<file path="config.mk">
export PLATFORM = sky130hd
export DESIGN_NAME = sram_arbiter
export DESIGN_NICKNAME = d
export VERILOG_FILES = /design/src/rtl/sram_arbiter.sv
export SDC_FILE = /design/constraint.sdc
export NUM_CORES = 1
export LEC_CHECK = 0
export BUFFER_PORTS_ARGS = -buffer_cell sky130_fd_sc_hd__buf_2
export CORE_MARGIN = 3
export CORE_UTILIZATION = 45
export CTS_BUF_LIST = sky130_fd_sc_hd__clkbuf_8
export DETAILED_ROUTE_END_ITERATION = 16
export HOLD_SLACK_MARGIN = 0.15
export MAX_ROUTING_LAYER = met4
export PLACE_DENSITY = 0.78
export SLEW_MARGIN = 20
export SYNTH_ARGS = -nofsm -noshare
export SYNTH_HDL_FRONTEND = slang
export SYNTH_SLANG_ARGS = --single-unit
</file>
<file path="constraint.sdc">
create_clock -name clk -period 5.8 [get_ports clk]
set_input_delay 0.29 -clock clk [delete_from_list [all_inputs] [get_ports clk]]
set_output_delay 0.29 -clock clk [all_outputs]
set_load 0.005 [all_outputs]
</file>
<file path="src/rtl/sram_arbiter.sv">
// Write-buffering arbiter between a capture write stream and a readout port sharing one SRAM.
// Define SRAM_ARB_STARVE_GUARD_EN to let a waiting read pre-empt a long write stream.
module sram_arbiter #(
    parameter int ADDR_W     = 19,
    parameter int DATA_W     = 8,
    parameter int RD_LAT     = 2,
    parameter int STARVE_MAX = 16
) (
    input  logic              clk,
    input  logic              rst_n,
    input  logic              wr_req,
    input  logic [ADDR_W-1:0] wr_addr,
    input  logic [DATA_W-1:0] wr_data,
    output logic              wr_ready,
    input  logic              rd_req,
    input  logic [ADDR_W-1:0] rd_addr,
    output logic              rd_ack,
    output logic              rd_valid,
    output logic [DATA_W-1:0] rd_data,
    output logic              sram_wren,
    output logic [DATA_W-1:0] sram_d,
    output logic [ADDR_W-1:0] sram_address,
    input  logic [DATA_W-1:0] sram_q,
    output logic              overflow,
    input  logic              ovf_clr,
    output logic              busy
);

    localparam int FIFO_W = ADDR_W + DATA_W;

    if (RD_LAT < 1 || RD_LAT > 7 || STARVE_MAX < 1) begin : g_bad_param
        $error("sram_arbiter: RD_LAT must be 1..7 and STARVE_MAX >= 1");
    end

    typedef enum logic [1:0] {IDLE = 2'd0, WRITE = 2'd1, READ = 2'd2} state_t;

    state_t state_reg, state_next;

    logic [FIFO_W-1:0] fifo_mem [4];
    logic [1:0]        wr_ptr_reg, rd_ptr_reg;
    logic [2:0]        count_reg, count_next;
    logic              fifo_empty, fifo_full;
    logic              push, store, pop;
    logic              write_avail;
    logic [FIFO_W-1:0] head_entry;
    logic [ADDR_W-1:0] head_addr;
    logic [DATA_W-1:0] head_data;

    logic              issue_write, grant_read, read_last, starve_hit;
    logic [2:0]        rd_cnt_reg, rd_cnt_next;

    logic              wren_next, ack_next, valid_next, overflow_next;
    logic [ADDR_W-1:0] address_next;
    logic [DATA_W-1:0] d_next, rd_data_next;

    assign fifo_empty = (count_reg == 3'd0);
    assign fifo_full  = (count_reg == 3'd4);
    assign wr_ready   = !fifo_full;
    assign push       = wr_req && wr_ready;
    assign busy       = (state_reg != IDLE) || !fifo_empty;

    // An empty FIFO passes the incoming write straight through, giving one-cycle write latency.
    assign write_avail = !fifo_empty || push;
    assign head_entry  = fifo_empty ? {wr_addr, wr_data} : fifo_mem[rd_ptr_reg];
    assign head_addr   = head_entry[FIFO_W-1:DATA_W];
    assign head_data   = head_entry[DATA_W-1:0];
    assign store       = push && !(fifo_empty && issue_write);
    assign pop         = issue_write && !fifo_empty;
    assign count_next  = count_reg + {2'b00, store} - {2'b00, pop};

    assign read_last = (state_reg == READ) && (rd_cnt_reg == 3'(RD_LAT - 1));

`ifdef SRAM_ARB_STARVE_GUARD_EN
    localparam int SC_W = $clog2(STARVE_MAX + 1);

    logic [SC_W-1:0] starve_cnt_reg, starve_cnt_next;

    assign starve_hit = (starve_cnt_reg >= SC_W'(STARVE_MAX));

    always_comb begin
        starve_cnt_next = starve_cnt_reg;
        if (!rd_req || grant_read) begin
            starve_cnt_next = '0;
        end else if (issue_write && !starve_hit) begin
            starve_cnt_next = starve_cnt_reg + 1'b1;
        end
    end

    always_ff @(posedge clk or negedge rst_n) begin
        if (!rst_n) begin
            starve_cnt_reg <= '0;
        end else begin
            starve_cnt_reg <= starve_cnt_next;
        end
    end
`else
    assign starve_hit = 1'b0;
`endif

    always_ff @(posedge clk) begin
        if (store) begin
            fifo_mem[wr_ptr_reg] <= {wr_addr, wr_data};
        end
    end

    always_ff @(posedge clk or negedge rst_n) begin
        if (!rst_n) begin
            wr_ptr_reg <= 2'd0;
            rd_ptr_reg <= 2'd0;
            count_reg  <= 3'd0;
        end else begin
            if (store) wr_ptr_reg <= wr_ptr_reg + 2'd1;
            if (pop)   rd_ptr_reg <= rd_ptr_reg + 2'd1;
            count_reg <= count_next;
        end
    end

    always_ff @(posedge clk or negedge rst_n) begin
        if (!rst_n) begin
            state_reg <= IDLE;
        end else begin
            state_reg <= state_next;
        end
    end

    // Writes win over reads unless the starvation guard has tripped; a granted read runs to completion.
    always_comb begin
        state_next  = state_reg;
        issue_write = 1'b0;
        grant_read  = 1'b0;
        case (state_reg)
            IDLE, WRITE: begin
                if (rd_req && starve_hit) begin
                    grant_read = 1'b1;
                    state_next = READ;
                end else if (write_avail) begin
                    issue_write = 1'b1;
                    state_next  = WRITE;
                end else if (rd_req) begin
                    grant_read = 1'b1;
                    state_next = READ;
                end else begin
                    state_next = IDLE;
                end
            end
            READ: begin
                if (read_last) begin
                    if (rd_req && fifo_empty && !push) begin
                        grant_read = 1'b1;
                        state_next = READ;
                    end else begin
                        state_next = IDLE;
                    end
                end
            end
            default: state_next = IDLE;
        endcase
    end

    always_comb begin
        wren_next     = issue_write;
        ack_next      = grant_read;
        valid_next    = read_last;
        address_next  = sram_address;
        d_next        = sram_d;
        rd_data_next  = rd_data;
        rd_cnt_next   = rd_cnt_reg;
        overflow_next = overflow;
        if (issue_write) begin
            address_next = head_addr;
            d_next       = head_data;
        end else if (grant_read) begin
            address_next = rd_addr;
        end
        if (read_last) begin
            rd_data_next = sram_q;
        end
        if (grant_read) begin
            rd_cnt_next = 3'd0;
        end else if (state_reg == READ) begin
            rd_cnt_next = rd_cnt_reg + 3'd1;
        end
        // A drop in the same cycle as a clear keeps the flag set.
        if (wr_req && fifo_full) begin
            overflow_next = 1'b1;
        end else if (ovf_clr) begin
            overflow_next = 1'b0;
        end
    end

    always_ff @(posedge clk or negedge rst_n) begin
        if (!rst_n) begin
            sram_wren    <= 1'b0;
            sram_address <= '0;
            sram_d       <= '0;
            rd_ack       <= 1'b0;
            rd_valid     <= 1'b0;
            rd_data      <= '0;
            rd_cnt_reg   <= 3'd0;
            overflow     <= 1'b0;
        end else begin
            sram_wren    <= wren_next;
            sram_address <= address_next;
            sram_d       <= d_next;
            rd_ack       <= ack_next;
            rd_valid     <= valid_next;
            rd_data      <= rd_data_next;
            rd_cnt_reg   <= rd_cnt_next;
            overflow     <= overflow_next;
        end
    end

endmodule
</file>
* Yosys cells after proc, flatten, opt, wreduce, memory -nomap -nowiden
Memories as Yosys holds them, arrays and structs flattened.
Index checks and enable logic that the tools add are counted.
** Storage, ports and cells
- Register bits after elaboration :: 51
- Bits in writable memories :: 108
- Input bits :: 59
- Output and inout bits :: 41
- Word-level logic and storage cells :: 65
- Memories :: 1
** Memories
- fifo_mem :: words 4, bits a word 27, read ports 1, clocked after Yosys merged registers in 0, write ports 1, line 39 : logic [FIFO_W-1:0] fifo_mem [4];
** Cells by class
- Add/subtract/negate cells :: 5
- Equality and inequality tests :: 5
- Muxes and demuxes :: 21
- Reductions and logical operators :: 21
** Operators with widths (number)
- $mux W19 :: 2
- $mux W27 :: 1
- $mux W1 :: 10
- $logic_and A1 B1 Y1 :: 8
- $mux W2 :: 4
- $reduce_bool A2 Y1 :: 4
- $mux W3 :: 2
- $add A2 B1 Y2 const B :: 2
- $logic_not A1 Y1 :: 4
- $pmux W2 S2 :: 1
- $add A3 B1 Y3 :: 1
- $add A3 B1 Y3 const B :: 1
- $eq A3 B1 Y1 const B :: 1
- $eq A3 B3 Y1 const B :: 1
- $logic_not A3 Y1 :: 1
- $sub A3 B1 Y3 :: 1
- $eq A2 B1 Y1 const B :: 1
- $eq A2 B2 Y1 const B :: 1
- $logic_not A2 Y1 :: 1
- $logic_or A1 B1 Y1 :: 2
- $ne A2 B2 Y1 const B :: 1
- $pmux W1 S2 :: 1
- $reduce_or A2 Y1 :: 1

* Longest topological paths before layout
- Word-level depth :: 11
- Gate-level depth with buffers :: 11

* Worst setup path after synthesis
Ideal clock, no wire load.
- Kind :: register to register
- From :: reg count_reg[1]
- To :: reg count_reg[2]
- Setup time :: 0.123 ns
- Data arrival time :: 2.258 ns
- Setup slack :: 3.419 ns
- Cell stages (with the launch flop) :: 11
- Buffers on the path :: 1
- Period minus slack after synthesis :: 2.381 ns
- Cell sequence :: dfrtp_1 or4_4 and3_1 buf_2 inv_1 ha_1 inv_1 ha_1 fa_1 xnor2_1 xnor2_1
** On the way
- Cells in the longest elaborated chain, start to end :: 11
- Elaborated cells on any way between the ends :: 14
- Those cells by class :: 2 x add/sub; 1 x eq/ne; 2 x mux; 9 x reduce/logical
** Ends and longest elaborated chain
- from (decl) :: line 41 : logic [2:0] count_reg, count_next;
- from (signal assigned) :: line 114 : count_reg <= count_next;
- $eq A3 B3 Y1 :: line 57 : assign fifo_full = (count_reg == 3'd4);
- $logic_not A1 Y1 :: line 58 : assign wr_ready = !fifo_full;
- $logic_and A1 B1 Y1 :: line 59 : assign push = wr_req && wr_ready;
- $logic_or A1 B1 Y1 :: line 63 : assign write_avail = !fifo_empty || push;
- $mux W1 :: line 136 : end else if (write_avail) begin
- $mux W1 :: line 131 : case (state_reg)
- $logic_and A1 B1 Y1 :: line 67 : assign store = push && !(fifo_empty && issue_write);
- $logic_not A1 Y1 :: line 67
- $logic_and A1 B1 Y1 :: line 67
- $add A3 B1 Y3 :: line 69 : assign count_next = count_reg + {2'b00, store} - {2'b00, pop};
- $sub A3 B1 Y3 * :: line 69
- named net count_next[2] :: line 41
The timed path passes the listed nets; every way through them passes the cells marked *.
A chain may end at the register's enable or synchronous reset.

* Final worst setup path
Ends and elaborated chain as after synthesis.

==> metrics.txt <==
status=completed; Synth Flop Type=edfxtp_1; ANT nets after route=0; final wirelength=14.0 mm; Power Total=0.00379 W; biggest regs=fifo_mem x108, sram_address x19; Max Freq=374 MHz; max incr delay on CP=0.45 ns; MaxCap Viol Count=0; power per cell area=477 nW/µm²; GRT Overall Usage=0.197; I/O pin cnt=100; fin crit share=0.462; post-synthesis cell count=365; # rows=42; Async SR Flop Fraction=0.321; post-place instance area=6980 µm²; Largest register FFs=108; min Tclk post-route=2.68 ns; hold slack final=0.205 ns; clock-pin slew on the worst setup and hold paths=0.08 ns; CTS Buf Count=17; Synth area leaders=edfxtp_1 52%, dfrtp_1 20%, mux4_2 9.7%; share of cells above drive strength 1=0.333; die area=15400 µm²; hold path endpoint=overflow$_DFFE_PN0P_; Die Y=124 µm; most frequent cells in the layout=108 x edfxtp_1, 99 x buf_2, 56 x dlygate4sd3_1; startpoint of the worst hold path=wr_req; r2r endpoint=count_reg[2]$_DFF_PN0_; GP Congestion=0.817; aggregate negative setup slack=0 ns; clk_lat worst skew=0.44 ns; Final Core Density=0.591; Slew Limit Fails=0; clock skew=0.0121 ns; RSZ-0062 raised after global routing=false; die width=124 µm; H-Tree Depth=4; largest net degree at the start of global routing=52; Mean Syn Cell Area=17.2 µm²; Starting Density=0.467; drt first pass iters=5; vias in the first global route=4220; final hold viol count=0; crit path kind=flop to flop; kind of end point of the critical path=flop; Biggest register=fifo_mem; CTS tree=done; final setup vio count=0; nets=595; top-area cell type share of the netlist area=0.516; number of flops mapped to enable cells by yosys=108; drt wl/cell=19.6 µm; Synth Register Bits=159; sequential-to-total area share from yosys stat=0.719; clock buffer depth=2; vias per cell=5.53; GR Overflow Total=0; post-synthesis instance area=6280 µm²; hold depth=3; reg-to-reg slack, setup=3.12 ns; # DRC=0; Worst EP required=6.16 ns; port bufs=99; final instance area=7950 µm²; Crit Path Max Fanout=30; P_leak=3.16 nW; critical path launch point type=flop; Arr. time, crit path=3.03 ns; HPWL Detailed=8.66 mm; initial antenna violation count=0; routed vias=3960; sinks on the clock net=159; maximum VDD drop=0.195 mV; Syn-to-layout area delta=26.5%; Synthesized Nets=433; Yosys warning total=0; CORE AREA=13500 µm²; Root Driver=clkbuf_8; 1st-iter DRT viols=400; CP max stage cell=or3_1; commonest non-fill, non-tap cell in the layout=edfxtp_1; Synth cell types=34; Slew @ Worst Pin=0.978 ns; first-pass GRT wire length=22.1 mm; R2R Path Start=count_reg[1]$_DFF_PN0_; CP Cell Sequence=or3_1, nor2b_2, buf_4, ha_1, inv_1, ha_1, fa_1, xnor2_1, xnor2_1; HP Class=primary input to flop; antenna cells=0; max_slew headroom=0.348; Fill cells=1016; worst-case reg-to-reg path depth=9; Yosys top cell by area=edfxtp_1
==> per-layer routing <==
layer / share of wire / track usage / wire length, µm / vias to the layer above
li1: - / - / - / 1749
met1: 0.40 / 0.233 / 5610 / 2035
met2: 0.52 / 0.336 / 7300 / 153
met3: 0.069 / 0.0527 / 972 / 23
met4: 0.011 / 0.0507 / 159 / 0
met5: 0 / - / 0 / -
==> how the worst max path moves through the flow <==
stage | startpoint | endpoint | slack, ns | depth (start not counted)
after CTS | count_reg[1]$_DFF_PN0_ | count_reg[2]$_DFF_PN0_ | 3.15 | 9
final | count_reg[1]$_DFF_PN0_ | count_reg[2]$_DFF_PN0_ | 3.12 | 9
after global placement | count_reg[1]$_DFF_PN0_ | count_reg[2]$_DFF_PN0_ | 3.31 | 9
after floorplan | count_reg[1]$_DFF_PN0_ | count_reg[2]$_DFF_PN0_ | 3.42 | 10
after global routing | count_reg[1]$_DFF_PN0_ | count_reg[2]$_DFF_PN0_ | 3.00 | 9
after detailed placement | rd_cnt_reg[1]$_DFFE_PN0P_ | sram_address[9]$_DFFE_PN0P_ | 3.16 | 6
==> power breakdown <==
part	switching (W)	internal, W
registers	0.000214	0.00157
logic	0.000597	0.000601
clock network	0.000377	0.000437
total	0.00119	0.00260
==> final cells by class <==
cell class,count,area [µm²],share of cell area
Multi-Input combinational cell,167,1630,0.204
Sequential cell,159,4520,0.569
Clock buffer,19,262,0.0329
Clock inverter,13,135,0.0170
Inverter,19,71.3,0.00897
Tap cell,176,220,0.0277
Timing Repair Buffer,163,1120,0.140
==> cell families (layout without fill, tap and decap cells) <==
family,count (synthesis),count (layout),synth area share
buffers and inverters,39,214,0.0263
multiplexers,37,37,0.115
adder cells (fa/ha/maj),9,9,0.0191
AO/OA/AOI/OAI,51,51,0.0558
AND/OR/NAND/NOR,63,63,0.0544
flip-flops,159,159,0.719
XOR/XNOR,7,7,0.00976
==> synthesized netlist by cell type, types with 2 or more instances <==
library cell / number
edfxtp_1: 108
dfrtp_1: 51
nand3_1: 38
mux4_2: 27
a22oi_1: 19
inv_1: 19
o21ai_0: 19
clkbuf_1: 11
mux2_2: 9
a222oi_1: 8
ha_1: 8
and2_1: 6
buf_2: 6
xnor2_1: 5
nor2_1: 4
buf_4: 3
nand2_1: 3
a21oi_1: 2
nor2b_1: 2
or2_2: 2
xor2_1: 2
==> critical path: cells and delay by family (launching register included) <==
family                     cells  cell delay, ns
DFF                            1            0.43
buffers and inverters          2            0.30
xor gates and xnor gates       2            0.34
and+or+nand+nor                2            0.63
adders and majority gates      3            0.89
==> what timing repair did <==
item	in CTS	in global routing
buffers inserted	0	0
hold buffers	56	0
endpoints found under the hold margin	194	0
gates resized for setup	0	0
==> through the flow <==
step           setup WS, ns  cells
2_1_floorplan          3.42    365
3_3_place_gp           3.31    628
3_5_place_dp           3.16    628
4_1_cts                3.15    716
5_1_grt                3.00    716
6_report               3.12    716
Power figures use the tool's default switching activity.
